## config.mk

```make
export PLATFORM = sky130hd
export DESIGN_NAME = idu_exu_pipe
export DESIGN_NICKNAME = d
export VERILOG_FILES = /design/src/rtl/idu_exu_pipe.sv
export SDC_FILE = /design/constraint.sdc
export NUM_CORES = 1
export LEC_CHECK = 0
export ABC_AREA = 1
export CAP_MARGIN = 20
export CORE_ASPECT_RATIO = 0.7
export CORE_MARGIN = 2
export CORE_UTILIZATION = 34
export CTS_CLUSTER_SIZE = 30
export DETAILED_ROUTE_END_ITERATION = 8
export PLACE_DENSITY = 0.67
export SKIP_CTS_REPAIR_TIMING = 1
export SLEW_MARGIN = 15
export SYNTH_ARGS = -nofsm -noshare
export SYNTH_HDL_FRONTEND = slang
export SYNTH_SLANG_ARGS = --single-unit
```

## constraint.sdc

```tcl
create_clock -name clk -period 9.5 [get_ports clk]
set_clock_uncertainty 0.05 [all_clocks]
set_input_delay 1.425 -clock clk [delete_from_list [all_inputs] [get_ports clk]]
set_output_delay 1.425 -clock clk [all_outputs]
set_load 0.01 [all_outputs]
```

## src/rtl/idu_exu_pipe.sv

```systemverilog
// Decode-to-execute pipeline register; optional 2-entry skid buffer under IDU_EXU_SKID_EN.
// Latency: one cycle from acceptance to out_valid_o; flush_i and async rst empty every entry.
// Backpressure: registered in_ready_o (state != TWO) with skid, else ~out_valid_o | out_ready_i.

`ifndef DECINFO_WIDTH
`define DECINFO_WIDTH 32
`endif
`ifndef INST_NOP
`define INST_NOP 32'h00000013
`endif

module idu_exu_pipe (
   input  logic                      clk,
   input  logic                      rst,
   input  logic                      in_valid_i,
   output logic                      in_ready_o,
   input  logic [31:0]               inst_i,
   input  logic [31:0]               dec_pc_i,
   input  logic [31:0]               dec_imm_i,
   input  logic [31:0]               rs1_rdata_i,
   input  logic [31:0]               rs2_rdata_i,
   input  logic [`DECINFO_WIDTH-1:0] dec_info_bus_i,
   input  logic [4:0]                rd_waddr_i,
   input  logic                      rd_we_i,
   input  logic                      flush_i,
   input  logic                      out_ready_i,
   output logic                      out_valid_o,
   output logic [31:0]               inst_o,
   output logic [31:0]               dec_pc_o,
   output logic [31:0]               dec_imm_o,
   output logic [31:0]               rs1_rdata_o,
   output logic [31:0]               rs2_rdata_o,
   output logic [`DECINFO_WIDTH-1:0] dec_info_bus_o,
   output logic [4:0]                rd_waddr_o,
   output logic                      rd_we_o
);

   typedef struct packed {
      logic [31:0]               inst;
      logic [31:0]               pc;
      logic [31:0]               imm;
      logic [31:0]               rs1;
      logic [31:0]               rs2;
      logic [`DECINFO_WIDTH-1:0] info;
      logic [4:0]                waddr;
      logic                      we;
   } payload_t;

   typedef enum logic [1:0] {
      S_EMPTY = 2'd0,
      S_ONE   = 2'd1,
      S_TWO   = 2'd2
   } state_t;

   function automatic payload_t nop_payload();
      payload_t p;
      p      = '0;
      p.inst = `INST_NOP;
      return p;
   endfunction

   state_t   state;
   payload_t in_p;
   payload_t out_q;
   logic     out_vld_q;
   logic     xfer_in;
   logic     xfer_out;

   assign in_p = '{inst: inst_i, pc: dec_pc_i, imm: dec_imm_i, rs1: rs1_rdata_i,
                   rs2: rs2_rdata_i, info: dec_info_bus_i, waddr: rd_waddr_i, we: rd_we_i};

   assign xfer_in  = in_valid_i & in_ready_o & ~flush_i;
   assign xfer_out = out_vld_q & out_ready_i;

`ifdef IDU_EXU_SKID_EN
   payload_t skid_q;
   logic     in_rdy_q;

   assign in_ready_o = in_rdy_q;

   always_ff @(posedge clk or posedge rst) begin
      if (rst) begin
         state     <= S_EMPTY;
         out_vld_q <= 1'b0;
         in_rdy_q  <= 1'b1;
         out_q     <= nop_payload();
         skid_q    <= '0;
      end else if (flush_i) begin
         state     <= S_EMPTY;
         out_vld_q <= 1'b0;
         in_rdy_q  <= 1'b1;
         out_q     <= nop_payload();
      end else begin
         case (state)
            S_EMPTY: begin
               if (xfer_in) begin
                  out_q     <= in_p;
                  out_vld_q <= 1'b1;
                  state     <= S_ONE;
               end
            end
            S_ONE: begin
               if (xfer_in && xfer_out) begin
                  out_q <= in_p;
               end else if (xfer_in) begin
                  // Execute stalled: park the new entry so ready can stay registered.
                  skid_q   <= in_p;
                  in_rdy_q <= 1'b0;
                  state    <= S_TWO;
               end else if (xfer_out) begin
                  out_q     <= nop_payload();
                  out_vld_q <= 1'b0;
                  state     <= S_EMPTY;
               end
            end
            S_TWO: begin
               if (xfer_out) begin
                  out_q    <= skid_q;
                  in_rdy_q <= 1'b1;
                  state    <= S_ONE;
               end
            end
            default: begin
               state     <= S_EMPTY;
               out_vld_q <= 1'b0;
               in_rdy_q  <= 1'b1;
               out_q     <= nop_payload();
            end
         endcase
      end
   end
`else
   assign in_ready_o = ~out_vld_q | out_ready_i;

   always_ff @(posedge clk or posedge rst) begin
      if (rst) begin
         state     <= S_EMPTY;
         out_vld_q <= 1'b0;
         out_q     <= nop_payload();
      end else if (flush_i) begin
         state     <= S_EMPTY;
         out_vld_q <= 1'b0;
         out_q     <= nop_payload();
      end else begin
         case (state)
            S_EMPTY: begin
               if (xfer_in) begin
                  out_q     <= in_p;
                  out_vld_q <= 1'b1;
                  state     <= S_ONE;
               end
            end
            S_ONE: begin
               // With a single entry, acceptance here implies the held one leaves.
               if (xfer_in) begin
                  out_q <= in_p;
               end else if (xfer_out) begin
                  out_q     <= nop_payload();
                  out_vld_q <= 1'b0;
                  state     <= S_EMPTY;
               end
            end
            default: begin
               state     <= S_EMPTY;
               out_vld_q <= 1'b0;
               out_q     <= nop_payload();
            end
         endcase
      end
   end
`endif

   assign out_valid_o    = out_vld_q;
   assign inst_o         = out_q.inst;
   assign dec_pc_o       = out_q.pc;
   assign dec_imm_o      = out_q.imm;
   assign rs1_rdata_o    = out_q.rs1;
   assign rs2_rdata_o    = out_q.rs2;
   assign dec_info_bus_o = out_q.info;
   assign rd_waddr_o     = out_q.waddr;
   assign rd_we_o        = out_q.we;

endmodule
```

Word-level counts from Yosys, hierarchy flattened
Index checks and enable logic that the tools add are counted.
{ "word_totals": {"register_bits": 201, "inputBits": 203, "wordCells": 39} }
{ "op_classes": {"mux": 15, "reduce_logical": 3, "bitwise": 6, "eq_ne": 5} }
{ "op_table": {"columns": ["cell", "count"], "rows": [
  ["198-bit two-way mux", 4],
  ["198-bit one-hot mux with 2 select lines", 1],
  ["3-bit inequality test (second input constant)", 3],
  ["2-bit two-way mux", 4],
  ["1-bit two-way mux", 4],
  ["4-bit inequality test (second input constant)", 1],
  ["2-bit one-hot mux with 2 select lines", 1],
  ["1-bit bitwise AND", 3],
  ["3-bit AND reduction", 1],
  ["2-bit by 1-bit equality test with 1-bit output (second input constant)", 1],
  ["2-bit logical NOT", 1],
  ["1-bit NOT", 2],
  ["1-bit one-hot mux with 2 select lines", 1],
  ["2-bit AND reduction", 1],
  ["1-bit OR", 1]
]} }

Longest topological paths before layout
Gate-level depths: netlist (run 1).
{ "depth": {"ltp_word": 7, "ltp_mapped": 7, "depth_no_buf": 6} }

Least setup slack after synthesis (run 1)
Ideal clock, no wire load.
{ "synth_path": {"path_kind": "input -> output", "from": "input out_ready_i", "to": "output in_ready_o", "slack_ps": 6470, "path_buffers": 0, "arrival_time_ps": 1555, "cell_stages": 2, "cell_sequence": "inv_1 nand2_1"} }
{ "synth_between": {"elab_chain_cells": 1} }
{ "synth_rtl": {"columns": ["item", "line", "source"], "rows": [
  ["start: declaration", "26", "input logic out_ready_i,"],
  ["1-bit OR", "133", "assign in_ready_o = ~out_vld_q | out_ready_i;"],
  ["end: declaration", "16", "output logic in_ready_o,"]
]} }
Every way passes these cells.

Final worst setup path (run 1)
{ "layout_path": {"from": "input flush_i", "to": "register out_q (netlist bit dec_info_bus_o[30])"} }
{ "layout_between": {"elab_chain_cells": 5, "word_cells_on_any_way": 8} }
{ "layout_rtl": {"columns": ["item", "line", "source"], "rows": [
  ["start: declaration", "25", "input logic flush_i,"],
  ["1-bit NOT", "72", "assign xfer_in = in_valid_i & in_ready_o & ~flush_i;"],
  ["1-bit bitwise AND", "72", null],
  ["198-bit two-way mux", "155", "if (xfer_in) begin"],
  ["198-bit one-hot mux with 2 select lines", "145", "case (state)"],
  ["198-bit two-way mux", "140", "end else if (flush_i) begin"],
  ["end signal: assignment", "139", "out_q <= nop_payload();"],
  ["end signal: assignment", "143", "out_q <= nop_payload();"],
  ["end signal: assignment", "156", "out_q <= in_p;"],
  ["end: declaration", "64", "payload_t out_q;"]
]} }
Parallel ways exist; a longest one is shown, timed or not.
A chain may end at the register's enable or synchronous reset.

==> impl_metrics.py, run 1 <==
metrics = {
    "detailed_routing": {
        "wl_um": 26100,
        "drc": 0,
        "firstDrtPassIters": 4,
        "drtIter0Drc": 503,
        "ant_nets": 0,
        "vias": 7257,
        "wire_per_inst_um": 16.6,
        "vias_per_cell": 4.63,
    },
    "floorplan": {
        "die_w_um": 185,
        "rows": 46,
        "die_y_um": 131,
        "die-area_um2": 24300,
        "initial_core_util": 0.346,
        "coreArea_um2": 22600,
        "ios": 403,
    },
    "outcome": {
        "outcome": "complete, no violations",
    },
    "cells_and_area": {
        "area_growth_syn_to_layout_pct": 61.3,
        "drive_above_1_share": 0.0343,
        "mostFrequentLayoutCell": "clkdlybuf4s50_1",
        "nets": 1445,
        "final_cell_mix": "402 x clkdlybuf4s50_1, 399 x nand2_1, 198 x nand3_1, 196 x dfrtp_1, 17 x clkbuf_16",
    },
    "global_route": {
        "grtUsageTotal": 0.212,
        "grt_pass1_vias": 7118,
        "grt.busiest_layer": "met2",
        "grt_start_max_net_pins": 130,
        "met2_usage": 0.345,
        "grt_util_met1": 0.252,
        "antenna_found_initial": 3,
        "grt_pass1_wl_um": 39400,
        "overflow": 0,
        "use_met3": 0.0865,
    },
    "logic_synthesis": {
        "ys_ff_latch": 199,
        "yosysSeqAreaShare": 0.637,
        "yosysUniqueCellTypes": 13,
        "ys.warnings.count": 0,
        "syn_avg_cell_area_um2": 8.93,
        "syn_area_um2": 7830,
        "synth_nets": 1080,
        "synthCells": 877,
    },
    "power": {
        "power.density_nw_per_um2": 158,
        "comb_power_share": 0.169,
        "total_power_w": 0.00199,
        "swShare": 0.258,
        "pwr-share-seq": 0.462,
        "p_int_w": 0.00148,
        "p_leak_nw": 6.19,
        "p_switching_w": 0.000515,
        "irDropWorstVdd_mv": 0.108,
        "clkPwrFrac": 0.369,
    },
    "clock_network": {
        "clkTransAtPathRegs_ps": 70,
        "clockBufferDepth": 2,
        "clockRootBuffer": "clkbuf_16",
        "htree_levels": 4,
        "cts_buffers": 17,
        "insertion_delay_ps": 440,
        "clock_sinks": 199,
        "cts_tree": "done",
    },
    "timing": {
        "worst_pin_slew_ps": 985,
        "slew_headroom": 0.343,
        "fin_crit_sh": 0.442,
        "setup_viol_count_final": 0,
        "fmax_mhz": 238,
        "fin_crit_ps": 4200,
        "fin_tns_setup_ps": 0,
        "holdWs_ps": 445,
        "rsz0062_at_grt": "no",
        "slew_viol_final": 0,
        "hold_viol": 0,
    },
    "run": {
        "cap_violations": 0,
    },
    "placed_design": {
        "place.gp.congestion": 0.783,
        "dpl.hpwl_um": 17500,
        "portBuffers": 402,
    },
    "worst_setup_path": {
        "critPathArrivalTime_ps": 4520,
        "crit_slowest_cell": "buf_4",
        "crit_path_cell_trace": "clkdlybuf4s50_1 -> inv_6 -> nand2_1 -> nor2_4 -> buf_4 -> buf_4 -> nand2_1 -> nand2_1",
        "crit_required_ps": 9820,
        "worstSetupEndpointType": "register",
        "path_delay_family": "buffers and inverters",
        "cp-start-kind": "input pin",
        "r2r_cells": 7,
        "crit_type": "in2reg",
        "timing.critical_path.mode_cell": "nand2_1",
        "cp.depth": 8,
        "cpPeakStageDelay_ps": 760,
        "cp_max_fo": 120,
        "cp_num_buf_inv": 4,
    },
    "min_path": {
        "hold_depth": 2,
        "hold_class": "reg2reg",
    },
}
[worst reg2reg max path, cell delays in order (launching register included)]
cell and delay, ps:
dfrtp_1 400, inv_1 70, nor2_1 60, nor2_4 80
buf_4 540, buf_4 780, nand2_1 150, nand2_1 110
[routing by layer]
metal	vias to the layer above	share of wire
li1	3511	-
met1	3460	0.40
met2	247	0.48
met3	37	0.095
met4	2	0.028
met5	-	0.00069
[area by class of cell]
class,instances,area (µm²)
clock inverter,10,120
antenna,1,2.50
tap,312,390
clock buffer,22,464
fill,2060,10000
timing repair buffer,409,4080
inverter,14,65.1
multi-input combinational,601,2520
sequential,199,4980
[stage by stage]
step	cells	util	area (µm²)	setup slack (ps)
floorplan	877	-	7830	2600
global placement	1535	0.532	12000	4750
detailed placement	1535	0.532	12000	4700
CTS	1567	0.558	12600	5160
global route	1568	0.558	12600	4950
finish	1568	0.558	12600	5300
[registers in the layout, summed over array words and instances, names as in the netlist]
register	flops
dec_info_bus_o	32
out_valid_o	1
rs1_rdata_o	32
inst_o	32
dec_pc_o	32
rd_we_o	1
dec_imm_o	32
rs2_rdata_o	32
rd_waddr_o	5
[power groups by stage]
stage | Combinational, W | Sequential, W | Clock [W]
global placement | 0.000339 | 0.000936 | 0
finish | 0.000336 | 0.000921 | 0.000735
CTS | 0.000342 | 0.000921 | 0.000752
global route | 0.000364 | 0.000927 | 0.000788
detailed placement | 0.000341 | 0.000937 | 0
floorplan | 0.0000991 | 0.000960 | 0
[Yosys cell counts, drive strengths merged]
cell    instances  share of area
nand2         400           0.19
nand3         198           0.13
dfrtp         196           0.63
buf            35          0.022
clkbuf         28          0.013
inv            14         0.0067
dfstp           3          0.010
nor2            2         0.0019
o21ai           1        0.00064
[kinds of logic after synthesis]
group / Yosys count / share of synthesized area
simple gates: 600 / 0.320
compound gates: 1 / 0.000639
flops: 199 / 0.637
buf+inv: 77 / 0.0424
[final timing paths]
path / startpoint / endpoint / slack [ps]
worst min-delay path: rs1_rdata_o[12] / rs1_rdata_o[12] / 450
worst max-delay path: flush_i / dec_info_bus_o[30] / 5300
worst min register to register: rs1_rdata_o[12] / rs1_rdata_o[12] / 450
min in group asynchronous: rst / out_valid_o / 1440
worst max register to register: out_valid_o / dec_info_bus_o[30] / 7180
max in group asynchronous: rst / rs1_rdata_o[8] / 6400
Power figures use the tool's default switching activity.
==> run 2, diff against run 1 <==
- clock period: 9.5 -> 4.19 ns (I/O delays scaled with it)
==> impl_metrics.py, run 2 (synthesized netlist as in run 1, its figures left out) <==
metrics = {
    "outcome": {
        "outcome": "complete, no violations",
    },
    "worst_setup_path": {
        "cp_num_buf_inv": 3,
        "timing.critical_path.mode_cell": "clkdlybuf4s50_1",
        "crit_slowest_cell": "clkdlybuf4s50_1",
        "cp-start-kind": "input pin",
        "critPathArrivalTime_ps": 1830,
        "crit_path_cell_trace": "clkdlybuf4s50_1 -> inv_1 -> nand2_1 -> clkdlybuf4s50_1",
        "cpPeakStageDelay_ps": 560,
        "crit_required_ps": 3510,
        "path_delay_family": "buffers and inverters",
        "crit_type": "in2out",
        "worstSetupEndpointType": "primary output",
        "cp_max_fo": 3,
    },
    "global_route": {
        "antenna_found_initial": 0,
        "grtUsageTotal": 0.207,
        "grt_pass1_vias": 7036,
        "grt_pass1_wl_um": 38800,
        "overflow": 0,
        "grt_start_max_net_pins": 199,
    },
    "floorplan": {
        "coreArea_um2": 22600,
        "die-area_um2": 24300,
        "die_w_um": 185,
        "die_y_um": 131,
        "initial_core_util": 0.346,
        "rows": 46,
        "ios": 403,
    },
    "detailed_routing": {
        "firstDrtPassIters": 4,
        "wl_um": 25700,
        "ant_nets": 0,
        "wire_per_inst_um": 16.3,
        "vias_per_cell": 4.69,
        "drc": 0,
        "vias": 7368,
        "drtIter0Drc": 467,
    },
    "placed_design": {
        "portBuffers": 402,
        "dpl.hpwl_um": 17600,
        "place.gp.congestion": 0.780,
    },
    "clock_network": {
        "clock_sinks": 199,
        "htree_levels": 4,
        "insertion_delay_ps": 440,
        "cts_tree": "done",
        "clockRootBuffer": "clkbuf_16",
        "clkTransAtPathRegs_ps": 70,
        "clockBufferDepth": 2,
        "cts_buffers": 17,
    },
    "timing": {
        "slew_viol_final": 0,
        "setup_viol_count_final": 0,
        "fin_crit_sh": 0.599,
        "fmax_mhz": 398,
        "worst_pin_slew_ps": 1010,
        "fin_crit_ps": 2510,
        "rsz0062_at_grt": "no",
        "holdWs_ps": 448,
        "slew_headroom": 0.325,
        "fin_tns_setup_ps": 0,
        "hold_viol": 0,
    },
    "cells_and_area": {
        "area_growth_syn_to_layout_pct": 62.6,
        "n_antenna_cell": 0,
        "nets": 1448,
        "drive_above_1_share": 0.0390,
        "mostFrequentLayoutCell": "clkdlybuf4s50_1",
        "final_cell_mix": "402 x clkdlybuf4s50_1, 399 x nand2_1, 198 x nand3_1, 196 x dfrtp_1, 17 x clkbuf_16",
    },
    "power": {
        "p_leak_nw": 6.24,
        "power.density_nw_per_um2": 353,
        "total_power_w": 0.00450,
        "irDropWorstVdd_mv": 0.248,
    },
    "min_path": {
        "hold_class": "reg2reg",
    },
    "run": {
        "cap_violations": 0,
    },
}
[run 2: layer usage]
layer | part of all wire | up-vias | wire length, µm | global-route usage
met5 | 0 | - | 0 | 0
met4 | 0.029 | 0 | 751 | 0.0784
met2 | 0.47 | 252 | 12100 | 0.336
li1 | - | 3516 | - | -
met3 | 0.094 | 44 | 2410 | 0.0820
met1 | 0.40 | 3556 | 10400 | 0.251
[run 2: worst reg2reg max path, cell delays in order (launching register included)]
cell and delay, ps:
dfrtp_1 400, inv_1 90, nand2_1 90, nand2_4 470
buf_4 540, nand3_1 150, nand2_1 100
[run 2: final cells by class]
class | count | area [µm²]
multi-input combinational | 601 | 2520
clock inverter | 15 | 151
clock buffer | 17 | 425
inverter | 14 | 61.3
timing repair buffer | 412 | 4200
tap | 312 | 390
sequential | 199 | 4980
fill | 2079 | 9890
[run 2: final timing paths]
path,slack [ps],cells after the start,start,endpoint
max reg2reg,2240,6,out_valid_o,dec_pc_o[14]
min in group asynchronous,660,2,rst,dec_imm_o[24]
max in group asynchronous,2640,3,rst,dec_info_bus_o[10]
min reg2reg,450,2,dec_imm_o[29],dec_imm_o[29]
min,450,2,dec_imm_o[29],dec_imm_o[29]
max,1680,4,out_ready_i,in_ready_o
[run 2: power by group]
| part | internal [W] | leakage, nW | total, W | switching [W] |
|---|---|---|---|---|
| registers | 0.00203 | 2.66 | 0.00209 | 0.0000602 |
| clock network | 0.000803 | 0.280 | 0.00164 | 0.000833 |
| logic | 0.000417 | 3.29 | 0.000774 | 0.000357 |
[run 2: through the flow]
step                      instance area (µm²)  setup slack (ps)  std cells   util
after floorplan                          7830               940        877      -
after global placement                  12200              1590       1538  0.537
after detailed placement                12200              1560       1538  0.537
after CTS                               12700              1670       1570  0.563
after global routing                    12700              1610       1570  0.563
final                                   12700              1680       1570  0.563
